$ cat src/rtl/hack_ram_banked.sv
// Banked word RAM with a hardware clear engine that zeroes every word after reset or on clr.
// Optional HACK_RAM_READ_REG_EN: registered read with one-cycle latency instead of a combinational read.
module hack_ram_banked #(
  parameter int unsigned WIDTH     = 16,
  parameter int unsigned ADDR_W    = 6,
  parameter int unsigned BANK_BITS = 3
) (
  input  logic              clk,
  input  logic              rst_n,
  input  logic [WIDTH-1:0]  in,
  input  logic [ADDR_W-1:0] addr,
  input  logic              load,
  input  logic              clr,
  output logic [WIDTH-1:0]  out,
  output logic              busy,
  output logic              done
);

  localparam int unsigned WORD_W = ADDR_W - BANK_BITS;
  localparam int unsigned NBANKS = 1 << BANK_BITS;
  localparam int unsigned NWORDS = 1 << WORD_W;
  localparam int unsigned BANK_W = (BANK_BITS > 0) ? BANK_BITS : 1;

  typedef enum logic {
    CLEAR = 1'b0,
    IDLE  = 1'b1
  } state_t;

  state_t              state, state_n;
  logic [WORD_W-1:0]   cnt, cnt_n;
  logic                busy_n, done_n;
  logic                wipe_c;
  logic [NBANKS-1:0]   bank_we_c;
  logic [BANK_W-1:0]   bank_sel;
  logic [WORD_W-1:0]   word_sel;
  logic [WIDTH-1:0]    mem [NBANKS][NWORDS];

  // Upper address bits pick the bank, lower bits the word inside it.
  assign bank_sel = BANK_W'(addr >> WORD_W);
  assign word_sel = addr[WORD_W-1:0];

  always_ff @(posedge clk or negedge rst_n) begin
    if (!rst_n) begin
      state <= CLEAR;
      cnt   <= '0;
      busy  <= 1'b1;
      done  <= 1'b0;
    end else begin
      state <= state_n;
      cnt   <= cnt_n;
      busy  <= busy_n;
      done  <= done_n;
    end
  end

  // Sweep sequencing; clr restarts a sweep and always wins over load.
  always_comb begin
    state_n   = state;
    cnt_n     = cnt;
    busy_n    = busy;
    done_n    = 1'b0;
    wipe_c    = 1'b0;
    bank_we_c = '0;
    case (state)
      CLEAR: begin
        wipe_c = 1'b1;
        if (clr) begin
          cnt_n = '0;
        end else if (cnt == WORD_W'(NWORDS - 1)) begin
          state_n = IDLE;
          cnt_n   = '0;
          busy_n  = 1'b0;
          done_n  = 1'b1;
        end else begin
          cnt_n = cnt + WORD_W'(1);
        end
      end
      IDLE: begin
        if (clr) begin
          state_n = CLEAR;
          cnt_n   = '0;
          busy_n  = 1'b1;
        end else if (load) begin
          bank_we_c[bank_sel] = 1'b1;
        end
      end
      default: begin
        state_n = CLEAR;
        cnt_n   = '0;
        busy_n  = 1'b1;
      end
    endcase
  end

  // Storage is never reset; the sweep wipes word cnt in every bank at once.
  always_ff @(posedge clk) begin
    for (int unsigned b = 0; b < NBANKS; b++) begin
      if (wipe_c) begin
        mem[BANK_W'(b)][cnt] <= '0;
      end else if (bank_we_c[BANK_W'(b)]) begin
        mem[BANK_W'(b)][word_sel] <= in;
      end
    end
  end

`ifdef HACK_RAM_READ_REG_EN
  // Read-before-write register; blanked on any edge taken while sweeping.
  always_ff @(posedge clk or negedge rst_n) begin
    if (!rst_n) begin
      out <= '0;
    end else if (busy) begin
      out <= '0;
    end else begin
      out <= mem[bank_sel][word_sel];
    end
  end
`else
  assign out = busy ? '0 : mem[bank_sel][word_sel];
`endif

endmodule

$ cat config.mk
export PLATFORM = sky130hd
export DESIGN_NAME = hack_ram_banked
export DESIGN_NICKNAME = d
export VERILOG_FILES = /design/src/rtl/hack_ram_banked.sv
export SDC_FILE = /design/constraint.sdc
export NUM_CORES = 1
export LEC_CHECK = 0
export BUFFER_PORTS_ARGS = -buffer_cell sky130_fd_sc_hd__buf_4
export CORE_MARGIN = 2
export CORE_UTILIZATION = 35
export CTS_CLUSTER_SIZE = 16
export DETAILED_ROUTE_END_ITERATION = 7
export PLACE_DENSITY = 0.51
export SLEW_MARGIN = 20
export SYNTH_ARGS = -nofsm -noshare
export SYNTH_HDL_FRONTEND = slang
export SYNTH_SLANG_ARGS = --single-unit
export TNS_END_PERCENT = 20
$ cat constraint.sdc
create_clock -name clk -period 4.6 [get_ports clk]
set_input_delay 0.69 -clock clk [delete_from_list [all_inputs] [get_ports clk]]
set_output_delay 0.69 -clock clk [all_outputs]
set_load 0.01 [all_outputs]
# ---- Yosys cells after proc, flatten, opt, wreduce, memory -nomap -nowiden
# Memory sizes are Yosys's and may differ from the RTL's.
# Index checks and enable logic that the tools add are counted.
dict set report word_totals {
  n_memories 1
  wordCells 2122
  input_bits 26
  reg_bits 6
  mem_bits_rw 1024
  out_inout_bits 18
}
# name depth word_bits read_ports rd_clocked_by_memory_dff write_ports line_no
set memory_table {}
lappend memory_table {mem 8 128 1 0 8 36} ;# logic [WIDTH-1:0] mem [NBANKS][NWORDS];
dict set report op_classes {
  n_mux 1075
  n_eq_ne 4
  bitwise 1027
  add_sub_neg 1
  magnitude_cmp 6
  n_reduce_logical 4
}
# operator count
set ops {}
lappend ops {{two-way mux 128 bit} 9}
lappend ops {{two-way mux 1 bit} 1048}
lappend ops {{bitwise OR 1 bit} 1024}
lappend ops {{demux 16 bit (select 3 bit)} 2}
lappend ops {{two-way mux 16 bit} 5}
lappend ops {{binary-select mux 16 bit (select 3 bit)} 1}
lappend ops {{two-way mux 8 bit} 3}
lappend ops {{two-way mux 3 bit} 3}
lappend ops {{greater-or-equal comparator 4 bit (second input constant)} 2}
lappend ops {{less-than comparator 4 x 1 -> 1 bit (second input constant)} 2}
lappend ops {{NOT 3 -> 4 bit} 2}
lappend ops {{!= test 2 bit (second input constant)} 3}
lappend ops {{one-hot mux 3 bit (2 select lines)} 1}
lappend ops {{less-than comparator 3 x 4 -> 1 bit (second input constant)} 1}
lappend ops {{one-hot mux 1 bit (2 select lines)} 2}
lappend ops {{adder 3 x 1 -> 3 bit (second input constant)} 1}
lappend ops {{demux 1 bit (select 3 bit)} 1}
lappend ops {{== test 3 bit (second input constant)} 1}
lappend ops {{greater-or-equal comparator 3 x 1 -> 1 bit (second input constant)} 1}
lappend ops {{logical AND 1 bit} 3}
lappend ops {{AND reduction 3 bit} 1}
lappend ops {{NOT 1 bit} 1}

# ---- Logic depth before layout (Yosys ltp)
# Gate-level depths: netlist of the first run.
dict set report logic_depth {
  depth_word 11
  mapped_depth 10
  mapped_depth_nobuf 6
}

# ---- Worst setup path before layout of the first run
# No wires, ideal clock.
dict set report synth_path {
  path_type {input-to-reg}
  start {in addr[1]}
  end {mem mem[0][100] in the netlist's numbering (enable)}
  setup_time_ns 0.411
  cell_stages 5
  t_arrival_ns 2.735
  required_ns 4.189
  slack_ns 1.454
  n_path_buf 3
  cell_sequence {clkbuf_1 > or3b_1 > clkbuf_1 > clkbuf_1 > o21ai_0}
}
# element line_no
set synth_lines {}
lappend synth_lines {{from (decl)} 11} ;# input logic [ADDR_W-1:0] addr,
lappend synth_lines {{to (decl)} 36}

# ---- Worst setup path in the final report of the first run
dict set report layout_path {
  start {in addr[3]}
  end {out out[9]}
}
dict set report layout_via {
  elab_chain_cells 5
}
# element line_no
set layout_rtl {}
lappend layout_rtl {{memory (8 x 128 bit)} -}
lappend layout_rtl {{binary-select mux 16 bit (select 3 bit)} 118} ;# assign out = busy ? '0 : mem[bank_sel][word_sel];
lappend layout_rtl {{two-way mux 16 bit (not written as such) (2 in series)} 118}
lappend layout_rtl {{two-way mux 16 bit} 118}
lappend layout_rtl {{to (decl)} 14} ;# output logic [WIDTH-1:0] out,
# No other way between the ends. The select of a mux whose other input is x is not followed.

==> summary.txt, run 1 <==
Status -> finished, violations left
Violated checks -> negative setup slack
Number of enable flip-flop cells after synthesis -> 1024
Post-route DRC -> 0
Critical path, cell by cell -> buf_4 > buf_4 > mux4_2 > and3_1 > a31oi_1 > buf_4 > o31ai_1 > a2111oi_2 > a21oi_1 > buf_4
Routability congestion estimate from global placement -> 0.888
Tcrit/Tclk final -> 1.00
Crit-path max FO -> 21
Fraction of registers with async set or reset after synthesis -> 0.00583
CP startpoint -> addr[3]
Core Area -> 133000 sq um
Xor and xnor area share after synthesis -> 0
Drt pass-1 iters -> 6
Worst Path Buf+Inv -> 4
Reg2reg start -> state
1st-iter DRT viols -> 3597
First-pass GRT wire length -> 233000 um
Worst Clk Skew -> 0.0381 ns
Power per Cell Area -> 404 nW/um^2
Layout cells sized above 1 -> 0.160
Vias in the first global route -> 29987
Arrival @ worst endpoint -> 3.93 ns
Die ar. -> 138000 sq um
Syn Nets -> 3563
Syn Inst Count -> 3535
FP Rows -> 134
Setup crit start kind -> input port
Post-synthesis mux area share -> 0.0393
Post-layout utilization of the core -> 0.406
Final WL -> 165000 um
Final ANT Viol Nets -> 0
CP max stage cell -> a2111oi_2
Layout net count -> 3612
Hold Fails Final Rpt -> 0
Synthesized cell area -> 47100 sq um
Average size of a mapped cell -> 13.3 sq um
Non-Filler Instances -> 5450
Worst path depth -> 10
Slew Viols, Final -> 0
Vias per cell -> 5.66
Clock Latency Late Sink -> 0.72 ns
Setup CP Type -> input port to output pin
Unique masters post-synth -> 61
Hold Crit Start -> clr
DR WL/cell -> 30.2 um
Commonest cells after routing, fill and taps aside -> 1026 x and2_1, 1024 x edfxtp_1, 272 x buf_4
Yosys warns -> 0
Via Count -> 30839
Max Root-Sink Buffers -> 3
R2R cell count -> 4
Leakage -> 17.6 nW
Largest family of logic cells by synthesized area -> simple AND/OR/NAND/NOR gates
CTS sink cnt -> 1030
Setup violators final -> 1
Crit path largest cell delay -> 0.55 ns
Prevailing post-synth register cell -> edfxtp_1
Die H -> 371 um
Hold WC Path Type -> input port to flop
IO Port Bufs -> 43
Adder-Cell Fraction of Synth Area -> 0.000531
Area delta synth->final -> 14.9%
Critical Path End Type -> output pin
Synth Area in Simple Gates -> 0.159
Largest delay share family, worst path -> compound AO/OA/AOI/OAI gates
Die extent in x -> 371 um
Headroom to the max-slew limit -> 0.275
Grt total ovfl -> 0
All-layer global routing usage -> 0.238
H-tree depth -> 3
CP Data Required Time -> 3.91 ns
Initial antenna violation count -> 8
Commonest non-fill, non-tap cell in the layout -> and2_1
Fin crit period -> 4.62 ns
Max-Cap Viols -> 0
Fillers -> 12377
Initial core utilization -> 0.353
FF+latch count, synth -> 1030
Register area -> 30900 sq um
Io pins -> 44
Pin count of the biggest net entering global routing -> 65
Worst-path clk slew -> 0.06 ns
CTS buffer count -> 115
Multi-input gate area -> 14800 sq um
Slew @ Worst Pin -> 1.08 ns
Post-CTS Setup Inserts -> 0
WHS Path Cells -> 2
Root buf cell -> clkbuf_16
DP Wirelength -> 104000 um
Worst path most repeated cell -> buf_4
Total power -> 21.9 mW
Final Cell Area -> 54100 sq um
Share of the yosys chip area belonging to registers -> 0.656
CTS tree -> built
Setup WS pre-CTS -> -0.00167 ns
Peak VDD IR -> 0.278 mV
Final worst slack -> -0.0223 ns
RSZ-0062 raised after global routing -> false
Compound-Gate Fraction of Synth Area -> 0.111
Fmax -> 216 MHz
Cells after DPL -> 5234
Placed cell area -> 50500 sq um
==> stage by stage <==
stage,hold slack (ns),TNS [ns]
2_1_floorplan,0.394,0
3_3_place_gp,0.501,-0.337
3_5_place_dp,0.500,-0.00167
4_1_cts,0.153,0
5_1_grt,0.173,0
6_report,0.191,-0.0223
==> path summary, 6_finish.rpt <==
path                                   end  slack (ns)
worst min-delay path                 state        0.19
max in group asynchronous             busy        4.08
worst min register to register      cnt[0]        0.63
min in group asynchronous           cnt[0]        0.31
worst max-delay path                out[9]       -0.02
worst max register to register  mem[0][56]        1.48
==> timing repair <==
item,CTS,global route
gates resized for setup,3,2
endpoints found under the hold margin,6,0
cloned,0,0
endpoints found under the setup margin,3,1
hold buffers,1,0
==> cell families (layout without fill, tap and decap cells) <==
family	Yosys count	in the layout
compound gates	714	714
fa+ha+maj	2	2
buf+inv	374	516
flops	1030	1030
mux	154	154
other cells	0	5
simple gates	1261	1261
==> registers in the layout, indices dropped and copies added, names as in the netlist <==
signal	cells
cnt	3
mem	1024
state	1
done	1
busy	1
==> Yosys cell counts, drive strengths merged (2+ instances only) <==
master / number / area (sq um)
a2111oi: 7 / 68.8
a211o: 4 / 35.0
a211oi: 6 / 45.0
a21oi: 41 / 205
a221oi: 169 / 1480
a22o: 16 / 140
a22oi: 195 / 1460
a31oi: 21 / 131
a32oi: 2 / 17.5
a41oi: 3 / 26.3
and2: 1028 / 6430
and3: 4 / 25.0
and3b: 3 / 26.3
and4: 2 / 17.5
and4b: 4 / 40.0
buf: 122 / 671
clkbuf: 249 / 935
dfrtp: 5 / 125
edfxtp: 1024 / 30700
ha: 2 / 25.0
inv: 2 / 7.51
mux2: 56 / 631
mux2i: 79 / 791
mux4: 19 / 428
nand2: 41 / 154
nand2b: 4 / 25.0
nand3: 5 / 25.0
nand3b: 3 / 22.5
nor2: 126 / 478
nor2b: 11 / 68.8
nor3: 17 / 85.1
nor3b: 3 / 27.5
nor4: 3 / 18.8
o2111a: 3 / 33.8
o21a: 4 / 30.0
o21ai: 103 / 515
o221ai: 26 / 228
o22a: 10 / 87.6
o22ai: 81 / 507
o32ai: 15 / 131
or2: 3 / 18.8
or3b: 2 / 17.5
==> power by group <==
part	total (mW)	switching (mW)	internal (mW)
Clock	8.92	3.84	5.08
Combinational	1.99	1.42	0.575
Sequential	10.9	0.164	10.8
==> routing by layer <==
layer / global-route usage / share of wire
met5: 0 / 0
met4: 0.0644 / 0.027
met3: 0.0433 / 0.083
met2: 0.376 / 0.46
met1: 0.336 / 0.43
==> final cells by class <==
class,instances,share of cell area
Antenna cell,5,0.000231
Clock buffer,151,0.0560
Clock inverter,59,0.00987
Inverter,3,0.000231
Multi-Input combinational cell,2131,0.273
Sequential cell,1030,0.571
Tap cell,1768,0.0409
Timing Repair Buffer,303,0.0488
Note: power is estimated with default switching activity, not from simulation.
==> run 2: changes to the inputs <==
--- a/config.mk
+++ b/config.mk
@@ -5,7 +5,7 @@
 export SDC_FILE = /design/constraint.sdc
 export NUM_CORES = 1
 export LEC_CHECK = 0
-export BUFFER_PORTS_ARGS = -buffer_cell sky130_fd_sc_hd__buf_4
+export BUFFER_PORTS_ARGS = -buffer_cell sky130_fd_sc_hd__buf_2
 export CORE_MARGIN = 2
 export CORE_UTILIZATION = 35
 export CTS_CLUSTER_SIZE = 16
==> summary.txt, run 2 (synthesis gave the netlist of run 1 again) <==
Peak VDD IR -> 0.256 mV (-8.0%)
All-layer global routing usage -> 0.242 (+0.00364)
Final ANT Viol Nets -> 0 (unchanged)
Setup WS pre-CTS -> -0.113 ns (-0.112 ns)
Clock Latency Late Sink -> 0.71 ns (about the same)
Arrival @ worst endpoint -> 3.96 ns (+0.03 ns)
Tcrit/Tclk final -> 1.01 (+0.00576)
Setup crit start kind -> input port
Minimum hold slack -> 0.250 ns (+0.0589 ns)
Net Sw Power -> 5.34 mW (-1.6%)
Worst-path clk slew -> 0.05 ns (about the same)
1st-iter DRT viols -> 4134 (+15%)
Leakage -> 17.7 nW (+0.56%)
Final WL -> 167000 um (+1.4%)
Switching share of power -> 0.246 (-0.00206)
Biggest register -> mem
Drt pass-1 iters -> 5 (-1)
Worst Clk Skew -> 0.0267 ns (-0.0114 ns)
Grt total ovfl -> 0 (unchanged)
Area delta synth->final -> 14.9% (about the same)
Die H -> 371 um (unchanged)
Layout cells sized above 1 -> 0.166 (+0.00604)
FP Rows -> 134 (unchanged)
Largest regs -> mem: 1024 flops, cnt: 3 flops
CTS tree -> built
First-pass GRT wire length -> 236000 um (+1.1%)
Combinational power share -> 0.092 (about the same)
Slew @ Worst Pin -> 1.16 ns (+0.0813 ns)
R2R cell count -> 4 (unchanged)
P_int -> 16.3 mW (-0.53%)
Setup CP Type -> input port to output pin
Root buf cell -> clkbuf_16
DR WL/cell -> 30.5 um (+0.78%)
Routability congestion estimate from global placement -> 0.922 (+3.8%)
Io pins -> 44 (unchanged)
Initial core utilization -> 0.353 (unchanged)
Via Count -> 30812 (-0.088%)
Flop pwr share -> 0.504 (+0.003)
Hold Fails Final Rpt -> 0 (unchanged)
Critical Path End Type -> output pin
CTS buffer count -> 114 (-0.87%)
Die ar. -> 138000 sq um (unchanged)
Die extent in x -> 371 um (unchanged)
Pin count of the biggest net entering global routing -> 65 (unchanged)
Non-Filler Instances -> 5482 (+0.59%)
Violated checks -> negative setup slack
FF-to-FF End -> mem[7][89]
Setup violators final -> 1 (unchanged)
Max Root-Sink Buffers -> 3 (unchanged)
Clock share of power -> 0.404 (-0.004)
Final worst slack -> -0.0488 ns (-0.0265 ns)
CP startpoint -> addr[4]
Initial antenna violation count -> 8 (unchanged)
CP Data Required Time -> 3.91 ns (about the same)
Max FFs per register -> 1024 (unchanged)
H-tree depth -> 3 (unchanged)
CP endpoint -> out[4]
Commonest non-fill, non-tap cell in the layout -> and2_1
Vias per cell -> 5.62 (-0.67%)
Power per Cell Area -> 401 nW/um^2 (-0.74%)
Max-Cap Viols -> 0 (unchanged)
Fin crit period -> 4.65 ns (+0.0265 ns)
Status -> finished, violations left
Commonest cells after routing, fill and taps aside -> 1026 x and2_1, 1024 x edfxtp_1, 285 x buf_4
Cells after DPL -> 5277 (+0.82%)
Vias in the first global route -> 29766 (-0.74%)
Post-route DRC -> 0 (unchanged)
Layout net count -> 3654 (+1.2%)
IO Port Bufs -> 43 (unchanged)
Hold WC Path Type -> input port to flop
Headroom to the max-slew limit -> 0.223 (-0.0522)
Slew Viols, Final -> 0 (unchanged)
Core Area -> 133000 sq um (unchanged)
DP Wirelength -> 109000 um (+4.5%)
Fmax -> 215 MHz (-0.57%)
Crit-path max FO -> 36 (+71%)
Reg2reg start -> state
CTS sink cnt -> 1030 (unchanged)
Post-CTS Setup Inserts -> 0 (unchanged)
R2R Setup Slk -> 1.63 ns (+0.15 ns)
run 2: cell types whose count changed in the layout (fill, tap and decap cells not counted), moves of 3 or more:
cell      delta
nor2_2       -3
nor2_1       +3
clkbuf_1     -7
clkinv_2     -3
clkinv_1     +9
buf_4       +13
diode_2      -3
buf_12       -9
buf_2       +39
run 2: worst min path at each step:
| stage | startpoint | endpoint | slack [ns] | cells after the start |
|---|---|---|---|---|
| global route | clr | state | 0.24 | 2 |
| finish | clr | state | 0.25 | 2 |
| CTS | clr | cnt[1] | 0.20 | 2 |
| global placement | rst_n | done | 0.52 | 1 |
| detailed placement | rst_n | done | 0.52 | 1 |
| floorplan | rst_n | cnt[0] | 0.39 | 0 |
run 2: repair_timing:
item                                    4_1_cts  5_1_grt
hold buffers                                  1        0
resized for setup                             1        1
endpoints found under the setup margin        1        1
endpoints found under the hold margin         6        0
run 2: cell type report:
type | instances | area [sq um]
timing repair buffer | 346 | 2750
fill | 12383 | 79400
inverter | 3 | 12.5
clock inverter | 60 | 508
tap | 1768 | 2210
multi-input combinational | 2131 | 14800
sequential | 1030 | 30900
antenna | 2 | 5.00
clock buffer | 142 | 2960
run 2: layer usage:
metal,GRT usage,routed length [um],up-vias
li1,-,-,13388
met1,0.342,71000,15768
met2,0.382,77800,1410
met3,0.0382,13300,246
met4,0.0734,4850,0
met5,0,0,-
run 2: metrics by stage:
stage	area, sq um	power (mW)	setup TNS, ns	util
2_1_floorplan	47100	12.0	0	-
3_5_place_dp	50600	13.1	-0.113	0.379
4_1_cts	54100	21.8	0	0.405
5_1_grt	54100	22.2	-0.00450	0.405
3_3_place_gp	50600	13.1	-0.155	0.379
6_report	54100	21.7	-0.0488	0.405
run 2: worst max-delay path, stage by stage:
cell and delay [ns]:
buf_6 0.34, and2_4 0.47, buf_4 0.28, a22oi_1 0.12, o32ai_1 0.58, a2111oi_0 0.18, buf_4 0.21, a41oi_1 0.72
buf_2 0.26
run 2: power groups by stage:
stage,Clock (mW),Sequential [mW],Combinational (mW)
floorplan,0,11.1,0.959
global placement,0,11.1,1.96
detailed placement,0,11.1,1.96
CTS,8.86,10.9,1.97
global route,9.20,11.0,2.06
finish,8.76,10.9,1.98
